<file path="src/rtl/clock_pkg.sv">
// Shared constants and helpers for the time-keeping block: system states, key codes, offset bias and field steps.
// No logic, no latency.
// No flow control.
package clock_pkg;

   typedef enum logic [2:0] {
      S_INIT        = 3'd0,
      S_NORMAL      = 3'd1,
      S_PAUSED      = 3'd2,
      S_TUNING      = 3'd3,
      S_ALARMSET    = 3'd4,
      S_ALARMTUNING = 3'd5,
      S_ALARMING    = 3'd6
   } status_e;

   localparam logic [3:0] K_UP      = 4'b0001;
   localparam logic [3:0] K_DOWN    = 4'b0010;
   localparam logic [3:0] K_SEL     = 4'b0100;
   localparam logic [3:0] K_CONFIRM = 4'b1000;

   localparam int unsigned SEC_PER_DAY = 86400;

   // Offsets are biased so OFFSET_INIT means "no change"
   localparam logic [19:0]        OFFSET_INIT = 20'h7ffff;
   localparam logic [19:0]        MAX_DELTA   = 20'(SEC_PER_DAY - 1);
   localparam logic signed [20:0] MAX_DELTA_S = $signed({1'b0, MAX_DELTA});
   localparam logic [19:0]        OFFSET_MAX  = OFFSET_INIT + MAX_DELTA;
   localparam logic [19:0]        OFFSET_MIN  = OFFSET_INIT - MAX_DELTA;

   typedef enum logic [1:0] {
      FIELD_SEC  = 2'd0,
      FIELD_MIN  = 2'd1,
      FIELD_HOUR = 2'd2
   } field_e;

   localparam logic [19:0] STEP_SEC  = 20'd1;
   localparam logic [19:0] STEP_MIN  = 20'd60;
   localparam logic [19:0] STEP_HOUR = 20'd3600;

   function automatic logic [19:0] step_of(field_e f);
      case (f)
         FIELD_MIN:  return STEP_MIN;
         FIELD_HOUR: return STEP_HOUR;
         default:    return STEP_SEC;
      endcase
   endfunction

   function automatic field_e next_field(field_e f);
      case (f)
         FIELD_SEC: return FIELD_MIN;
         FIELD_MIN: return FIELD_HOUR;
         default:   return FIELD_SEC;
      endcase
   endfunction

endpackage

</file>
<file path="src/rtl/offset_tuner_if.sv">
// Bundle of the tuner's key/status inputs and its offset/display outputs.
// No logic, no latency.
// No flow control; plain level and pulse signals.
interface offset_tuner_if;
   logic [2:0]  sys_status;
   logic [3:0]  neg_keys_filtered;
   logic [3:0]  keys_held;
   logic [19:0] offset;
   logic [1:0]  field_sel;
   logic        blink;
   logic        tuning;

   modport master (
      output sys_status, neg_keys_filtered, keys_held,
      input  offset, field_sel, blink, tuning
   );

   modport slave (
      input  sys_status, neg_keys_filtered, keys_held,
      output offset, field_sel, blink, tuning
   );
endinterface

</file>
<file path="src/rtl/key_repeat.sv">
// Press-and-hold auto-repeat: turns a held UP/DOWN key into periodic step ticks.
// Ticks are combinational from registered state; first tick HOLD_CYCLES cycles after the pulse.
// No backpressure; release, a foreign held key or en low drops back to idle silently.
module key_repeat
   import clock_pkg::*;
#(
   parameter int unsigned HOLD_CYCLES   = 25_000_000,
   parameter int unsigned REPEAT_CYCLES = 5_000_000
) (
   input  logic       clk,
   input  logic       rst_n,
   input  logic       en,
   input  logic       up_pulse,
   input  logic       down_pulse,
   input  logic [3:0] keys_held,
   output logic       up_tick,
   output logic       down_tick
);

   typedef enum logic [1:0] {RPT_IDLE, RPT_WAIT, RPT_REPEAT} rpt_e;

   rpt_e        state_q, state_d;
   logic [31:0] cnt_q, cnt_d;
   logic        dir_q, dir_d;     // 1 = down
   logic        held_ok;
   logic        any_pulse;

   // Only the latched direction key may be held; anything else cancels the repeat
   assign held_ok   = (keys_held == (dir_q ? K_DOWN : K_UP));
   assign any_pulse = up_pulse | down_pulse;

   // State register
   always_ff @(posedge clk) begin
      if (!rst_n) begin
         state_q <= RPT_IDLE;
         cnt_q   <= '0;
         dir_q   <= 1'b0;
      end else begin
         state_q <= state_d;
         cnt_q   <= cnt_d;
         dir_q   <= dir_d;
      end
   end

   // Next state: a fresh pulse always restarts the hold wait with its own direction
   always_comb begin
      state_d = state_q;
      cnt_d   = cnt_q;
      dir_d   = dir_q;
      if (!en) begin
         state_d = RPT_IDLE;
         cnt_d   = '0;
      end else if (any_pulse) begin
         state_d = RPT_WAIT;
         cnt_d   = '0;
         dir_d   = down_pulse;
      end else begin
         case (state_q)
            RPT_WAIT: begin
               if (!held_ok) begin
                  state_d = RPT_IDLE;
                  cnt_d   = '0;
               end else if (cnt_q == HOLD_CYCLES - 1) begin
                  state_d = RPT_REPEAT;
                  cnt_d   = '0;
               end else begin
                  cnt_d = cnt_q + 32'd1;
               end
            end
            RPT_REPEAT: begin
               if (!held_ok) begin
                  state_d = RPT_IDLE;
                  cnt_d   = '0;
               end else if (cnt_q == REPEAT_CYCLES - 1) begin
                  cnt_d = '0;
               end else begin
                  cnt_d = cnt_q + 32'd1;
               end
            end
            default: begin
               state_d = RPT_IDLE;
               cnt_d   = '0;
            end
         endcase
      end
   end

   // Outputs: a tick fires on the terminal count while still validly held, never alongside a pulse
   always_comb begin
      logic tick;
      tick = en && !any_pulse && held_ok &&
             (((state_q == RPT_WAIT)   && (cnt_q == HOLD_CYCLES - 1)) ||
              ((state_q == RPT_REPEAT) && (cnt_q == REPEAT_CYCLES - 1)));
      up_tick   = tick && !dir_q;
      down_tick = tick &&  dir_q;
   end

endmodule

</file>
<file path="src/rtl/offset_tuner.sv">
// Turns key events into a saturating, biased time offset with field select and blink for the display.
// Offset/field/blink update one cycle after the key pulse; tuning lags sys_status by one cycle.
// No backpressure; non-one-hot key pulses are dropped for that cycle.
module offset_tuner
   import clock_pkg::*;
#(
   parameter int unsigned HOLD_CYCLES   = 25_000_000,
   parameter int unsigned REPEAT_CYCLES = 5_000_000,
   parameter int unsigned BLINK_HALF    = 25_000_000
) (
   input  logic             clk,
   input  logic             rst_n,
   offset_tuner_if.slave    bus
);

   logic        tuning_q, tuning_d;
   logic [19:0] offset_q, offset_d;
   field_e      field_q, field_d;
   logic        blink_q, blink_d;
   logic [31:0] blink_cnt_q, blink_cnt_d;

   logic key_up_p, key_dn_p, key_sel_p, key_cf_p;
   logic up_tick, down_tick;
   logic edit;

   logic [19:0]        step_w;
   logic signed [20:0] delta, delta_up, delta_dn;
   logic [19:0]        off_up, off_dn;

   // Keys are only meaningful once the registered tuning flag is up
   assign key_up_p  = tuning_q && (bus.neg_keys_filtered == K_UP);
   assign key_dn_p  = tuning_q && (bus.neg_keys_filtered == K_DOWN);
   assign key_sel_p = tuning_q && (bus.neg_keys_filtered == K_SEL);
   assign key_cf_p  = tuning_q && (bus.neg_keys_filtered == K_CONFIRM);

   key_repeat #(
      .HOLD_CYCLES   (HOLD_CYCLES),
      .REPEAT_CYCLES (REPEAT_CYCLES)
   ) u_key_repeat (
      .clk        (clk),
      .rst_n      (rst_n),
      .en         (tuning_q && tuning_d),
      .up_pulse   (key_up_p),
      .down_pulse (key_dn_p),
      .keys_held  (bus.keys_held),
      .up_tick    (up_tick),
      .down_tick  (down_tick)
   );

   // Saturating step candidates, judged on the signed distance from the bias point
   always_comb begin
      step_w   = step_of(field_q);
      delta    = $signed({1'b0, offset_q}) - $signed({1'b0, OFFSET_INIT});
      delta_up = delta + $signed({1'b0, step_w});
      delta_dn = delta - $signed({1'b0, step_w});
      off_up   = (delta_up > MAX_DELTA_S)  ? OFFSET_MAX : offset_q + step_w;
      off_dn   = (delta_dn < -MAX_DELTA_S) ? OFFSET_MIN : offset_q - step_w;
   end

   // Next state for tuning flag, offset, field and blink
   always_comb begin
      tuning_d    = (bus.sys_status == S_TUNING) || (bus.sys_status == S_ALARMTUNING);
      offset_d    = offset_q;
      field_d     = field_q;
      blink_d     = blink_q;
      blink_cnt_d = blink_cnt_q;
      edit        = key_sel_p | key_up_p | key_dn_p | up_tick | down_tick;
      if (!tuning_d) begin
         offset_d    = OFFSET_INIT;
         field_d     = FIELD_SEC;
         blink_d     = 1'b0;
         blink_cnt_d = '0;
      end else if (!tuning_q) begin
         // Entering tuning: start from zero offset with the field lit
         offset_d    = OFFSET_INIT;
         field_d     = FIELD_SEC;
         blink_d     = 1'b1;
         blink_cnt_d = '0;
      end else begin
         if (key_cf_p) begin
            offset_d = OFFSET_INIT;
         end else if (key_sel_p) begin
            field_d = next_field(field_q);
         end else if (key_up_p || up_tick) begin
            offset_d = off_up;
         end else if (key_dn_p || down_tick) begin
            offset_d = off_dn;
         end
         // Any edit holds the blink on for a full half-period so the new value is seen
         if (edit) begin
            blink_d     = 1'b1;
            blink_cnt_d = '0;
         end else if (blink_cnt_q == BLINK_HALF - 1) begin
            blink_d     = ~blink_q;
            blink_cnt_d = '0;
         end else begin
            blink_cnt_d = blink_cnt_q + 32'd1;
         end
      end
   end

   // State registers
   always_ff @(posedge clk) begin
      if (!rst_n) begin
         tuning_q    <= 1'b0;
         offset_q    <= OFFSET_INIT;
         field_q     <= FIELD_SEC;
         blink_q     <= 1'b0;
         blink_cnt_q <= '0;
      end else begin
         tuning_q    <= tuning_d;
         offset_q    <= offset_d;
         field_q     <= field_d;
         blink_q     <= blink_d;
         blink_cnt_q <= blink_cnt_d;
      end
   end

   assign bus.offset    = offset_q;
   assign bus.field_sel = field_q;
   assign bus.blink     = blink_q;
   assign bus.tuning    = tuning_q;

endmodule

</file>
<file path="src/flat_wrapper.sv">
// flat-port wrapper written by rule: the top's interface ports become plain ports
module offset_tuner_flat import clock_pkg::*;
#(
   parameter int unsigned HOLD_CYCLES   = 25_000_000,
   parameter int unsigned REPEAT_CYCLES = 5_000_000,
   parameter int unsigned BLINK_HALF    = 25_000_000
)
  (clk, rst_n, bus_sys_status, bus_neg_keys_filtered, bus_keys_held, bus_offset, bus_field_sel, bus_blink, bus_tuning);
  offset_tuner_if bus_i ();
  input  logic clk;
  input  logic rst_n;
  input wire logic [$bits(bus_i.sys_status)-1:0] bus_sys_status;
  input wire logic [$bits(bus_i.neg_keys_filtered)-1:0] bus_neg_keys_filtered;
  input wire logic [$bits(bus_i.keys_held)-1:0] bus_keys_held;
  output wire logic [$bits(bus_i.offset)-1:0] bus_offset;
  output wire logic [$bits(bus_i.field_sel)-1:0] bus_field_sel;
  output wire logic [$bits(bus_i.blink)-1:0] bus_blink;
  output wire logic [$bits(bus_i.tuning)-1:0] bus_tuning;
  assign bus_i.sys_status = bus_sys_status;
  assign bus_i.neg_keys_filtered = bus_neg_keys_filtered;
  assign bus_i.keys_held = bus_keys_held;
  assign bus_offset = bus_i.offset;
  assign bus_field_sel = bus_i.field_sel;
  assign bus_blink = bus_i.blink;
  assign bus_tuning = bus_i.tuning;
  offset_tuner #(.HOLD_CYCLES(HOLD_CYCLES), .REPEAT_CYCLES(REPEAT_CYCLES), .BLINK_HALF(BLINK_HALF)) u_core (.clk(clk), .rst_n(rst_n), .bus(bus_i));
endmodule
</file>
<file path="config.mk">
export PLATFORM = sky130hd
export DESIGN_NAME = offset_tuner_flat
export DESIGN_NICKNAME = d
export VERILOG_FILES = /design/src/rtl/clock_pkg.sv /design/src/rtl/offset_tuner_if.sv /design/src/rtl/key_repeat.sv /design/src/rtl/offset_tuner.sv /design/src/flat_wrapper.sv
export SDC_FILE = /design/constraint.sdc
export NUM_CORES = 1
export LEC_CHECK = 0
export CAP_MARGIN = 10
export CORE_MARGIN = 4
export CORE_UTILIZATION = 35
export CTS_CLUSTER_DIAMETER = 40
export DETAILED_ROUTE_END_ITERATION = 16
export GPL_ROUTABILITY_DRIVEN = 1
export PLACE_DENSITY = 0.52
export SYNTH_ARGS = -nofsm -noshare
export SYNTH_HDL_FRONTEND = slang
export SYNTH_SLANG_ARGS = --single-unit
</file>
<file path="constraint.sdc">
create_clock -name clk -period 9.3 [get_ports clk]
set_input_delay 0.93 -clock clk [delete_from_list [all_inputs] [get_ports clk]]
set_output_delay 0.93 -clock clk [all_outputs]
set_load 0.02 [all_outputs]
</file>
==> results.cfg, run 1 <==
[clock_network]
cts.path.max_buffers = 2
clock_latency_ns = 0.34
cts_resized = 0
clkSlewWorstSetupHoldPaths_ns = 0.06
cts-root-buf = clkbuf_16
numCtsBuffers = 9
cts_tree = built
h-tree-depth = 3
post_cts_buffers = 0
cts.sinks = 91
cts_hold_buf = 0

[setup_path]
r2r_start = u_core.bus.offset[1]
reg2reg_depth = 17
startpoint_type = register
critPathKind = register to register
crit_arrival_ns = 5.68
path_max_fanout = 18
end_kind = register
endpoint = u_core.bus.offset[6]
rrSetupSlack_ns = 3.91
critPathRequiredTime_ns = 9.59
r2r-end = u_core.bus.offset[6]
worstSetupStartpoint = u_core.bus.offset[1]

[timing]
final_hold_viol_count = 0
fin_crit_ns = 5.39
skew_ns = 0.0101
slew_headroom_pct = 25.1
setup_viol = 0
rsz0062_at_grt = false
slew_violations = 0
worst_slew_pin_slew_ns = 1.12
finalSetupTns_ns = 0
fin_crit_sh_pct = 58.0
fmax_mhz = 185

[logic_synthesis]
synthMuxAreaShare_pct = 1.17
ys_seq_elements = 91
synth_cell_type_count = 75
synth.avg_cell_area_um2 = 7.58
synth.cells.most_frequent = nor2_1 (131), dfxtp_1 (91), nand2_1 (73)
netlist.area_leader.share_pct = 25.9
yosysMostFrequentCell = nor2_1
seq_area_frac_synth_pct = 25.9
synth_fp_nets = 984
ys_warn_count = 0
netlist_area_um2 = 7040
synth_compound_area_share_pct = 21.5
synth_top_family_by_area = simple AND/OR/NAND/NOR gates
synth_simple_gate_area_share_pct = 28.9
async_flop_share_pct = 0
synth_xor_area_share_pct = 10.9
synth_fa_ha_area_share_pct = 7.46
yosys.area.top_type = dfxtp_1
synth_flop_cell = dfxtp_1
synth-edff-count = 0
syn_inst = 929
yosys-top-cells-area = dfxtp_1 (26%), ha_1 (7.5%), nor2_1 (7.0%), xor2_1 (5.7%), xnor2_1 (5.2%)

[die]
die_area_um2 = 22500
die_y_um = 150
start_util_pct = 35.8
core_um2 = 19700
rows = 51
io_pins = 37
die_x_um = 150

[global_routing]
grt_pass1_vias = 6179
met3_usage_pct = 2.63
grt_antenna_before_repair = 0
grtUsageMet2_pct = 27.0
track_usage_pct = 17.2
grt_max_degree = 33
grt.overflow.total = 0
gr-usage-met1_pct = 24.4
grt_pass1_wl_um = 31800
grt.busiest_layer = met2

[drt]
drc = 0
firstDrtPassIters = 5
drtIter0Drc = 397
viasPerCell = 5.48
ant_nets = 0
wl_um = 19000
vias = 6613
routedWlPerCell_um = 15.7

[finish]
fillers = 2090
antenna_cells = 0
drive_above_1_share_pct = 4.56
area_growth_pct = 11.8
regArea_um2 = 1820
multi_input_area_um2 = 4930
nets = 992

[power]
p_per_area_nw_per_um2 = 96.7
total_power_w = 0.000762
p_leak_nw = 2.86
ir_drop_mv = 0.0741

[placement]
dp_hpwl_um = 14400
globalplace.congestion = 0.872
io_buffers = 36

[status]
outcome = finished clean

[flow_run]
cap_violations = 0

[min_path]
hold_path_class = register to register
worst min path at each step:
stage | endpoint | depth (start not counted) | from
finish | u_core.u_key_repeat.cnt_q[0] | 1 | u_core.u_key_repeat.cnt_q[0]
global route | u_core.blink_cnt_q[0] | 1 | u_core.blink_cnt_q[0]
CTS | u_core.u_key_repeat.cnt_q[0] | 1 | u_core.u_key_repeat.cnt_q[0]
floorplan | u_core.blink_cnt_q[0] | 1 | u_core.blink_cnt_q[0]
global placement | u_core.u_key_repeat.cnt_q[0] | 1 | u_core.u_key_repeat.cnt_q[0]
detailed placement | u_core.u_key_repeat.cnt_q[0] | 1 | u_core.u_key_repeat.cnt_q[0]
area by class of cell:
class                           count  area share, %
Clock buffer                       12           3.26
Sequential cell                    91           23.1
Timing Repair Buffer               37           4.67
Inverter                           35           1.67
Tap cell                          265           4.21
Multi-Input combinational cell    763           62.6
Clock inverter                      4          0.429
logic make-up (layout without fill, tap and decap cells):
family,Yosys count,after routing
XOR/XNOR,88,88
adder cells (fa/ha/maj),42,42
flip-flops,91,91
multiplexers,8,8
AND/OR/NAND/NOR,408,408
AO/OA/AOI/OAI,217,217
buffers and inverters,75,88
worst max-delay path: stages (launching register included):
cell,delay (ns)
dfxtp_1,0.57
ha_1,0.50
inv_1,0.23
nor2_1,0.31
nand3_1,0.15
xnor2_1,0.18
ha_1,0.41
inv_1,0.10
a21oi_1,0.14
nor2_1,0.06
a311o_1,0.37
xnor2_1,0.14
a21o_1,0.17
a2111oi_0,0.52
a2bb2oi_2,0.73
a21boi_0,0.46
o31ai_1,0.17
o21a_1,0.14
stage by stage:
stage	area, um2	std cells	hold slack (ns)	util (%)	worst slack, ns
CTS	7880	1207	0.471	40.1	3.97
global placement	7580	1191	0.448	38.6	4.10
finish	7880	1207	0.464	40.1	3.91
detailed placement	7580	1191	0.454	38.6	4.01
global route	7880	1207	0.493	40.1	3.45
floorplan	7040	929	0.426	-	4.99
power by group:
| group | internal, W | leakage (nW) | switching (W) | total (W) |
|---|---|---|---|---|
| Sequential | 0.000390 | 0.734 | 0.000000652 | 0.000391 |
| Combinational | 0.00000869 | 1.99 | 0.00000851 | 0.0000172 |
| Clock | 0.000198 | 0.139 | 0.000156 | 0.000354 |
per-layer routing:
metal | vias to the layer above | wire (um)
li1 | 3391 | -
met1 | 3075 | 9430
met2 | 126 | 8500
met3 | 21 | 779
met4 | 0 | 282
met5 | - | 0
layout by cell type, fill, tap and decap left out, types with 4 or more instances in the layout:
cell	n
a21oi_1	41
a21o_1	9
nor4_1	13
nor3_1	26
a31oi_1	20
mux2i_1	6
nor2b_1	8
clkdlybuf4s50_1	36
nand3b_1	4
a311o_1	4
xnor2_1	42
or4_1	5
o31ai_1	15
o21ai_0	33
a2111oi_0	6
clkbuf_16	9
or3_1	18
or2_2	7
ha_1	42
o21a_1	11
o22a_1	4
nor3b_1	4
nand3_1	47
a21boi_0	5
a31o_2	9
xor2_1	46
and2_1	8
o211ai_1	5
nor2_1	131
inv_1	35
dfxtp_1	91
nand2_1	73
a221oi_1	4
and3_1	17
a211oi_1	8
and4_1	4
nand4_1	18
nand2b_1	11
sequential cells by signal, summed over array words and instances (netlist names):
name	count
u_core.blink_cnt_q	32
u_core.u_key_repeat.dir_q	1
u_core.bus.field_sel	2
u_core.bus.blink	1
u_core.u_key_repeat.cnt_q	32
u_core.bus.tuning	1
u_core.u_key_repeat.state_q	2
u_core.bus.offset	20
Power figures use the tool's default switching activity.
==> inputs of run 2 (changes only) <==
Clock period 9.3 ns to 5.2 ns, I/O delays scaled along.
==> run 2 against run 1 <==
Effect of this change:
- combinational power up 84%
- wire length up 2.6%
- clock power up 100%
- utilization up 0.87 points
- largest cell class unchanged
==> results.cfg, run 2 (synthesis gave the netlist of run 1 again) <==
[status]
outcome = finished clean

[setup_path]
path_max_fanout = 10
crit_chain = nand4_2 > nor2_1 > nand3_1 > xnor2_1 > ha_1 > a21o_1 > a21oi_1 > o31a_1 > a21o_1 > mux2_2 > a211o_1 > a311oi_2 > o21bai_2 > nand2_4 > o211ai_1 > o32a_1
startpoint_type = register
crit_path_frequent_cell = a21o_1
cp_slowest_cell = dfxtp_1
max_stage_delay_ns = 0.54
crit_arrival_ns = 5.07
critPathKind = register to register
end_kind = register
critPathRequiredTime_ns = 5.43
critical_path.top_delay_family = compound AO/OA/AOI/OAI gates
path_buf_inv = 0

[timing]
fin_crit_ns = 4.84
worst_hold_slack_ns = 0.463
final_hold_viol_count = 0
fin_crit_sh_pct = 93.0
skew_ns = 0.00612
worst_slew_pin_slew_ns = 1.10
fmax_mhz = 207
rsz0062_at_grt = false
setup_viol = 0
finalSetupTns_ns = 0
slew_violations = 0
slew_headroom_pct = 26.7

[placement]
dpl.cell_count = 1205
dp_hpwl_um = 15000
globalplace.congestion = 0.877
io_buffers = 36

[flow_run]
cap_violations = 0

[clock_network]
h-tree-depth = 3
cts-root-buf = clkbuf_16
cts_tree = built
cts.path.max_buffers = 2
numCtsBuffers = 9
clkSlewWorstSetupHoldPaths_ns = 0.07
clock_latency_ns = 0.34
cts.sinks = 91

[finish]
drive_above_1_share_pct = 6.46
nets = 1010
area_growth_pct = 14.2
multi_input_area_um2 = 4930
layout_common_cells = nor2_1 (131), dfxtp_1 (91), nand2_1 (73)
regArea_um2 = 1820
antenna_cells = 0
fillers = 2110
final_cells = 1225
layout_commonest_cell = nor2_1

[die]
die_y_um = 150
core_um2 = 19700
die_area_um2 = 22500
start_util_pct = 35.8
io_pins = 37
die_x_um = 150
rows = 51

[drt]
routedWlPerCell_um = 15.9
top_layer_used = met4
firstDrtPassIters = 5
drc = 0
wl_met2_um = 8680
wl_met1_um = 9470
vias = 6734
ant_nets = 0
route.met3.wl_um = 827
drtIter0Drc = 351
viasPerCell = 5.50
wl_um = 19500

[global_routing]
grt_antenna_before_repair = 0
grt_pass1_vias = 6454
grt.overflow.total = 0
track_usage_pct = 17.6
grt_max_degree = 33
grt_pass1_wl_um = 32500

[power]
ir_drop_mv = 0.172
total_power_w = 0.00145
p_per_area_nw_per_um2 = 180
p_leak_nw = 2.96

[min_path]
hold_path_class = register to register
-- run 2: timing repair --
action / CTS / global route
buffers inserted: 0 / 4
endpoints found under the setup margin: 0 / 15
hold buffers: 0 / 0
gates resized for setup: 0 / 1
-- run 2: area by class of cell --
class                      instances  area share, %
timing repair buffer              55           6.25
clock inverter                     6           1.17
sequential                        91           22.6
multi-input combinational        763           61.3
inverter                          35           1.63
clock buffer                      10           2.85
tap                              265           4.12
-- run 2: layer usage --
metal | global-route usage, % | up-vias
li1 | - | 3429
met5 | 0 | -
met1 | 24.0 | 3120
met3 | 2.48 | 43
met2 | 28.3 | 142
met4 | 6.04 | 0
-- run 2: power by group --
group          leakage (nW)  internal (W)  switching [W]  total [W]
clock                 0.154      0.000427       0.000294   0.000721
sequential            0.734      0.000697     0.00000105   0.000698
combinational          2.07     0.0000159      0.0000157  0.0000316
total                  2.96       0.00114       0.000310    0.00145
-- run 2: worst paths after layout --
check	depth (start not counted)	slack, ns	endpoint	from
worst min-delay path	1	0.46	u_core.u_key_repeat.cnt_q[0]	u_core.u_key_repeat.cnt_q[0]
worst max register to register	16	0.36	u_core.bus.offset[4]	u_core.bus.offset[2]
worst min register to register	1	0.46	u_core.u_key_repeat.cnt_q[0]	u_core.u_key_repeat.cnt_q[0]
worst max-delay path	16	0.36	u_core.bus.offset[4]	u_core.bus.offset[2]
-- run 2: worst register-to-register path, stage by stage, from the launching register on --
cell	delay, ns
dfxtp_1	0.54
nand4_2	0.32
nor2_1	0.36
nand3_1	0.14
xnor2_1	0.23
ha_1	0.35
a21o_1	0.21
a21oi_1	0.19
o31a_1	0.27
a21o_1	0.21
mux2_2	0.38
a211o_1	0.32
a311oi_2	0.39
o21bai_2	0.23
nand2_4	0.20
o211ai_1	0.12
o32a_1	0.28
-- run 2: per-stage QoR --
step | area [um2] | worst slack [ns] | utilization (%)
after floorplan | 7040 | 0.891 | -
after global placement | 7690 | 0.442 | 39.1
after detailed placement | 7690 | 0.314 | 39.1
after CTS | 8010 | 0.307 | 40.8
after global routing | 8050 | 0.0253 | 40.9
final | 8050 | 0.363 | 40.9
